--- src/rtl/rgb2y_front_end_if.sv ---
// Video bus between the RGB source and the luma front end.
// master drives RGB/sync and reads luma, tags and line length; slave is the front end.
interface rgb2y_front_end_if #(
   parameter int unsigned X_W = 11,
   parameter int unsigned Y_W = 10
);
   logic [7:0]     r_i;
   logic [7:0]     g_i;
   logic [7:0]     b_i;
   logic           dv_i;
   logic           hs_i;
   logic           vs_i;
   logic [7:0]     y_o;
   logic           dv_o;
   logic           hs_o;
   logic           vs_o;
   logic           hs_edge_o;
   logic [X_W-1:0] x_index;
   logic [Y_W-1:0] y_index;
   logic [X_W-1:0] line_len;

   modport master (
      output r_i, g_i, b_i, dv_i, hs_i, vs_i,
      input  y_o, dv_o, hs_o, vs_o, hs_edge_o, x_index, y_index, line_len
   );

   modport slave (
      input  r_i, g_i, b_i, dv_i, hs_i, vs_i,
      output y_o, dv_o, hs_o, vs_o, hs_edge_o, x_index, y_index, line_len
   );
endinterface

--- src/rtl/rgb2y_front_end.sv ---
// RGB to luma front end: 3-stage luma pipeline with matched sync delay,
// per-pixel column/row tags, hsync edge flag and active line length.
module rgb2y_front_end #(
   parameter int unsigned COEF_R = 77,
   parameter int unsigned COEF_G = 150,
   parameter int unsigned COEF_B = 29,
   parameter int unsigned X_W    = 11,
   parameter int unsigned Y_W    = 10
) (
   input logic               clk,
   input logic               rst,
   rgb2y_front_end_if.slave  bus
);
   localparam int unsigned    PIPE  = 3;
   localparam logic [7:0]     C_R   = 8'(COEF_R);
   localparam logic [7:0]     C_G   = 8'(COEF_G);
   localparam logic [7:0]     C_B   = 8'(COEF_B);
   localparam logic [X_W-1:0] X_MAX = '1;
   localparam logic [Y_W-1:0] Y_MAX = '1;

   logic           r_hs_q, r_vs_q, r_line_has_px;
   logic [X_W-1:0] r_xcnt, r_line_len;
   logic [Y_W-1:0] r_ycnt;

   logic           w_hs_rise, w_vs_rise, w_edge, w_len_upd, w_line_has_px_nxt;
   logic [X_W-1:0] w_xtag, w_xcnt_nxt;
   logic [Y_W-1:0] w_ycnt_nxt;

   logic [15:0]    r_pr, r_pg, r_pb;
   logic [17:0]    r_sum;
   logic [7:0]     r_y;

   logic [PIPE-1:0] r_dv_sr, r_hs_sr, r_vs_sr, r_he_sr;
   logic [X_W-1:0]  r_x_sr [PIPE];
   logic [Y_W-1:0]  r_y_sr [PIPE];

   // Input-side line/frame bookkeeping; an edge pixel belongs to the new line
   always_comb begin
      w_hs_rise         = bus.hs_i & ~r_hs_q;
      w_vs_rise         = bus.vs_i & ~r_vs_q;
      w_edge            = w_hs_rise | w_vs_rise;
      w_len_upd         = w_hs_rise & r_line_has_px;
      w_xtag            = w_edge ? '0 : r_xcnt;
      w_xcnt_nxt        = r_xcnt;
      w_ycnt_nxt        = r_ycnt;
      w_line_has_px_nxt = r_line_has_px | bus.dv_i;
      if (w_edge) begin
         w_xcnt_nxt        = bus.dv_i ? X_W'(1) : '0;
         w_line_has_px_nxt = bus.dv_i;
      end else if (bus.dv_i && (r_xcnt != X_MAX)) begin
         w_xcnt_nxt = r_xcnt + X_W'(1);
      end
      if (w_vs_rise) begin
         w_ycnt_nxt = '0;
      end else if (w_len_upd && (r_ycnt != Y_MAX)) begin
         w_ycnt_nxt = r_ycnt + Y_W'(1);
      end
   end

   always_ff @(posedge clk or posedge rst) begin
      if (rst) begin
         r_hs_q        <= 1'b0;
         r_vs_q        <= 1'b0;
         r_line_has_px <= 1'b0;
         r_xcnt        <= '0;
         r_ycnt        <= '0;
         r_line_len    <= '0;
      end else begin
         r_hs_q        <= bus.hs_i;
         r_vs_q        <= bus.vs_i;
         r_line_has_px <= w_line_has_px_nxt;
         r_xcnt        <= w_xcnt_nxt;
         r_ycnt        <= w_ycnt_nxt;
         if (w_len_upd) r_line_len <= r_xcnt;
      end
   end

   // Luma datapath runs every cycle; sidebands follow in lockstep
   always_ff @(posedge clk or posedge rst) begin
      if (rst) begin
         r_pr    <= '0;
         r_pg    <= '0;
         r_pb    <= '0;
         r_sum   <= '0;
         r_y     <= '0;
         r_dv_sr <= '0;
         r_hs_sr <= '0;
         r_vs_sr <= '0;
         r_he_sr <= '0;
         for (int i = 0; i < PIPE; i++) begin
            r_x_sr[i] <= '0;
            r_y_sr[i] <= '0;
         end
      end else begin
         r_pr    <= 16'(bus.r_i) * 16'(C_R);
         r_pg    <= 16'(bus.g_i) * 16'(C_G);
         r_pb    <= 16'(bus.b_i) * 16'(C_B);
         r_sum   <= 18'(r_pr) + 18'(r_pg) + 18'(r_pb) + 18'd128;
         r_y     <= (|r_sum[17:16]) ? 8'hFF : r_sum[15:8];
         r_dv_sr <= {r_dv_sr[PIPE-2:0], bus.dv_i};
         r_hs_sr <= {r_hs_sr[PIPE-2:0], bus.hs_i};
         r_vs_sr <= {r_vs_sr[PIPE-2:0], bus.vs_i};
         r_he_sr <= {r_he_sr[PIPE-2:0], w_hs_rise};
         r_x_sr[0] <= w_xtag;
         r_y_sr[0] <= w_ycnt_nxt;
         for (int i = 1; i < PIPE; i++) begin
            r_x_sr[i] <= r_x_sr[i-1];
            r_y_sr[i] <= r_y_sr[i-1];
         end
      end
   end

   assign bus.y_o       = r_y;
   assign bus.dv_o      = r_dv_sr[PIPE-1];
   assign bus.hs_o      = r_hs_sr[PIPE-1];
   assign bus.vs_o      = r_vs_sr[PIPE-1];
   assign bus.hs_edge_o = r_he_sr[PIPE-1];
   assign bus.x_index   = r_x_sr[PIPE-1];
   assign bus.y_index   = r_y_sr[PIPE-1];
   assign bus.line_len  = r_line_len;
endmodule

--- src/flat_wrapper.sv ---
// flat-port wrapper written by rule: the top's interface ports become plain ports
module rgb2y_front_end_flat 
#(
   parameter int unsigned COEF_R = 77,
   parameter int unsigned COEF_G = 150,
   parameter int unsigned COEF_B = 29,
   parameter int unsigned X_W    = 11,
   parameter int unsigned Y_W    = 10
)
  (clk, rst, bus_r_i, bus_g_i, bus_b_i, bus_dv_i, bus_hs_i, bus_vs_i, bus_y_o, bus_dv_o, bus_hs_o, bus_vs_o, bus_hs_edge_o, bus_x_index, bus_y_index, bus_line_len);
  rgb2y_front_end_if #(.X_W(X_W), .Y_W(Y_W)) bus_i ();
  input logic clk;
  input logic rst;
  input wire logic [$bits(bus_i.r_i)-1:0] bus_r_i;
  input wire logic [$bits(bus_i.g_i)-1:0] bus_g_i;
  input wire logic [$bits(bus_i.b_i)-1:0] bus_b_i;
  input wire logic [$bits(bus_i.dv_i)-1:0] bus_dv_i;
  input wire logic [$bits(bus_i.hs_i)-1:0] bus_hs_i;
  input wire logic [$bits(bus_i.vs_i)-1:0] bus_vs_i;
  output wire logic [$bits(bus_i.y_o)-1:0] bus_y_o;
  output wire logic [$bits(bus_i.dv_o)-1:0] bus_dv_o;
  output wire logic [$bits(bus_i.hs_o)-1:0] bus_hs_o;
  output wire logic [$bits(bus_i.vs_o)-1:0] bus_vs_o;
  output wire logic [$bits(bus_i.hs_edge_o)-1:0] bus_hs_edge_o;
  output wire logic [$bits(bus_i.x_index)-1:0] bus_x_index;
  output wire logic [$bits(bus_i.y_index)-1:0] bus_y_index;
  output wire logic [$bits(bus_i.line_len)-1:0] bus_line_len;
  assign bus_i.r_i = bus_r_i;
  assign bus_i.g_i = bus_g_i;
  assign bus_i.b_i = bus_b_i;
  assign bus_i.dv_i = bus_dv_i;
  assign bus_i.hs_i = bus_hs_i;
  assign bus_i.vs_i = bus_vs_i;
  assign bus_y_o = bus_i.y_o;
  assign bus_dv_o = bus_i.dv_o;
  assign bus_hs_o = bus_i.hs_o;
  assign bus_vs_o = bus_i.vs_o;
  assign bus_hs_edge_o = bus_i.hs_edge_o;
  assign bus_x_index = bus_i.x_index;
  assign bus_y_index = bus_i.y_index;
  assign bus_line_len = bus_i.line_len;
  rgb2y_front_end #(.COEF_R(COEF_R), .COEF_G(COEF_G), .COEF_B(COEF_B), .X_W(X_W), .Y_W(Y_W)) u_core (.clk(clk), .rst(rst), .bus(bus_i));
endmodule
--- config.mk ---
export PLATFORM = sky130hd
export DESIGN_NAME = rgb2y_front_end_flat
export DESIGN_NICKNAME = d
export VERILOG_FILES = /design/src/rtl/rgb2y_front_end_if.sv /design/src/rtl/rgb2y_front_end.sv /design/src/flat_wrapper.sv
export SDC_FILE = /design/constraint.sdc
export NUM_CORES = 1
export LEC_CHECK = 0
export BUFFER_PORTS_ARGS = -buffer_cell sky130_fd_sc_hd__buf_2
export CAP_MARGIN = 10
export CORE_ASPECT_RATIO = 1.1
export CORE_MARGIN = 2
export CORE_UTILIZATION = 50
export DETAILED_ROUTE_END_ITERATION = 8
export GPL_TIMING_DRIVEN = 0
export PLACE_DENSITY = 0.71
export SLEW_MARGIN = 5
export SYNTH_ARGS = -nofsm -noshare
export SYNTH_HDL_FRONTEND = slang
export SYNTH_SLANG_ARGS = --single-unit
--- constraint.sdc ---
create_clock -name clk -period 4.5 [get_ports clk]
set_input_delay 0.45 -clock clk [delete_from_list [all_inputs] [get_ports clk]]
set_output_delay 0.45 -clock clk [all_outputs]
set_load 0.05 [all_outputs]
==> flow_summary.toml <==
[grt]
grt-ovfl-total = 0
met3_usage_pct = 3.72
grt_usage_pct = 16.2
grt_pass1_wl_um = 24700
grt_max_degree = 44
antenna_found_initial = 0
grt_busiest_layer = "met2"
grt_use_met2_pct = 28.7
use_met1_pct = 19.9
grt_pass1_vias = 5405

[sta]
period_share_pct = 92.4
hold_violations = 0
rsz0062_at_grt = "no"
fmax_ghz = 0.240
worst_slack_ns = 0.341
slew_headroom_pct = 59.3
hold_slack_ns = 0.0209
min_period_ns = 4.16
tns_ns = 0
setup_violations = 0
finalMaxSlewViolations = 0
worstMarginPinSlew_ns = 0.610
skew_ns = 0.00671

[logic_synthesis]
async_reset_ff_share_pct = 100
yosysUniqueCellTypes = 55
ys_seq_area_share_pct = 44.4
yosysWarnings = 0
syn-cell-area_um2 = 8960
synth-edff-count = 0
ys.flop_type = "dfrtp_1"
synth_cells = 772
synth_nets = 966
avgSynthCellArea_um2 = 11.6
synth_seq_cells = 159

[final_layout]
syn_to_final_growth_pct = 14.6
fin_area_um2 = 10300
layout-drive-gt1-share_pct = 17.4
final_common_cell = "dfrtp_1"
layout_common_cells = "dfrtp_1 (159), ha_1 (138), inv_1 (96)"
final_nets = 1061
n_antenna_cell = 0

[cts]
clkSinkCount = 159
clk_latency_ns = 0.42
post_cts_buffers = 0
root_buffer = "clkbuf_16"
ctsHtreeMaxLevel = 4
cts_resized = 0
ctsHoldBuffers = 0
cts_tree = "done"
numCtsBuffers = 17
clock_path_buffers = 2
cts.clk_slew.worst_paths_ns = 0.06

[place]
dp_hpwl_um = 10900
gpl.final_weighted_congestion = 0.812
port-buffer-count = 72
dpl-instance-area_um2 = 9700
place_ws_ns = 0.333

[critical_path]
worstRegToRegCells = 18
r2r-start = "u_core.r_pr[1]"
crit_required_ns = 4.79
r2r_slack_ns = 0.34
start_kind = "flop"
crit-reg2reg-capture = "u_core.r_sum[16]"
crit_start = "u_core.r_pr[1]"
crit_fanout = 5
cp.arrival_ns = 4.45
worstSetupEndpoint = "u_core.r_sum[16]"
critical_path_class = "flop to flop"
crit_path_end_kind = "flop"

[detailed_routing]
drt_drc_violations_left = 0
num_vias = 5470
final_antenna_net_count = 0
vias_per_cell = 4.90
first_iter_violations = 276
dr.pass1.iters = 4
wire_per_inst_um = 12.4
totalWireLength_um = 13900

[floorplanning]
die_height_um = 144
coreArea_um2 = 17600
rows = 51
dieArea_um2 = 19000
initial_core_util_pct = 50.9
top_level_ports = 73
die_w_um = 132

[worst_hold_path]
hp-class = "input port to async pin"

[pwr]
power.density_nw_per_um2 = 657
leakage_nw = 5.44
ir_drop_mv = 0.517

[outcome]
status = "completed"

[job]
drv_cap = 0
cell usage after synthesis (all sizes together), types with 12 or more instances:
cell,n,area share [%]
a21o,15,1.3
a21oi,36,2.1
buf,22,1.8
dfrtp,159,44
fa,27,6.0
ha,138,19
inv,97,4.1
nand2,14,0.59
nand3,12,0.67
nor2,51,2.2
o21ai,13,0.77
xnor2,36,3.5
xor2,24,2.3
cell families after synthesis:
kind of cell    synth area share [%]
flops                           44.4
mux                             1.61
other cells                   0.0419
compound gates                  9.33
fa+ha+maj                       25.3
xor+xnor                        5.87
buf+inv                         6.03
simple gates                    7.42
where the power goes:
group	internal, mW	switching, mW
sequential	1.73	0.0986
clock	0.786	0.578
combinational	1.63	1.93
total	4.15	2.61
worst max-delay path, cell delays in order (launching register included):
cell and delay (ns):
dfrtp_1 0.39, ha_1 0.21, inv_1 0.06, fa_1 0.40, nor2b_1 0.19, o31ai_2 0.09, a21oi_1 0.33, a21o_1 0.17
a21oi_1 0.07, xnor2_1 0.14, ha_1 0.28, ha_1 0.37, a21oi_1 0.15, nand2_1 0.09, a32o_1 0.22, a211o_1 0.32
o311a_4 0.34, nor2_2 0.12, o22ai_1 0.10
registers in the layout, indices dropped and copies added (netlist names):
register and flops:
u_core.r_pg 15, u_core.r_pb 13, u_core.r_line_has_px 1, u_core.r_ycnt 10, u_core.r_x_sr 22, u_core.r_hs_sr 3, u_core.r_vs_sr 3, u_core.r_sum 10
u_core.r_he_sr 3, u_core.bus.x_index 11, u_core.r_pr 15, u_core.r_dv_sr 3, u_core.bus.line_len 11, u_core.bus.y_o 8, u_core.bus.y_index 10, u_core.r_xcnt 11
u_core.r_y_sr 10
worst min path at each step:
stage,end,slack [ns]
5_1_grt,u_core.r_hs_sr[2],0.03
4_1_cts,u_core.r_he_sr[2],0.01
3_3_place_gp,u_core.bus.y_index[3],0.33
2_1_floorplan,u_core.bus.x_index[0],0.33
3_5_place_dp,u_core.bus.y_index[8],0.33
6_report,u_core.r_he_sr[2],0.02
per-stage QoR:
stage | std cells | util (%) | power [mW]
2_1_floorplan | 772 | - | 4.78
3_3_place_gp | 1082 | 54.6 | 5.33
3_5_place_dp | 1086 | 55.1 | 5.41
4_1_cts | 1117 | 58.3 | 6.83
5_1_grt | 1117 | 58.3 | 7.34
6_report | 1117 | 58.3 | 6.75
area by class of cell:
cell class	count	area, um2
inverters	98	372
plain buffers	25	173
clock inverters	13	130
repair buffers	76	440
well taps	238	298
multi-input cells	490	4440
flip-flops and latches	159	3980
fillers	1512	7340
clock buffers	18	439
metal layers:
layer / wire [um] / share of wire (%)
met5: 0 / 0
met1: 6270 / 45
met4: 144 / 1.0
met3: 421 / 3.0
met2: 7060 / 51
(Power assumes the default switching activity.)
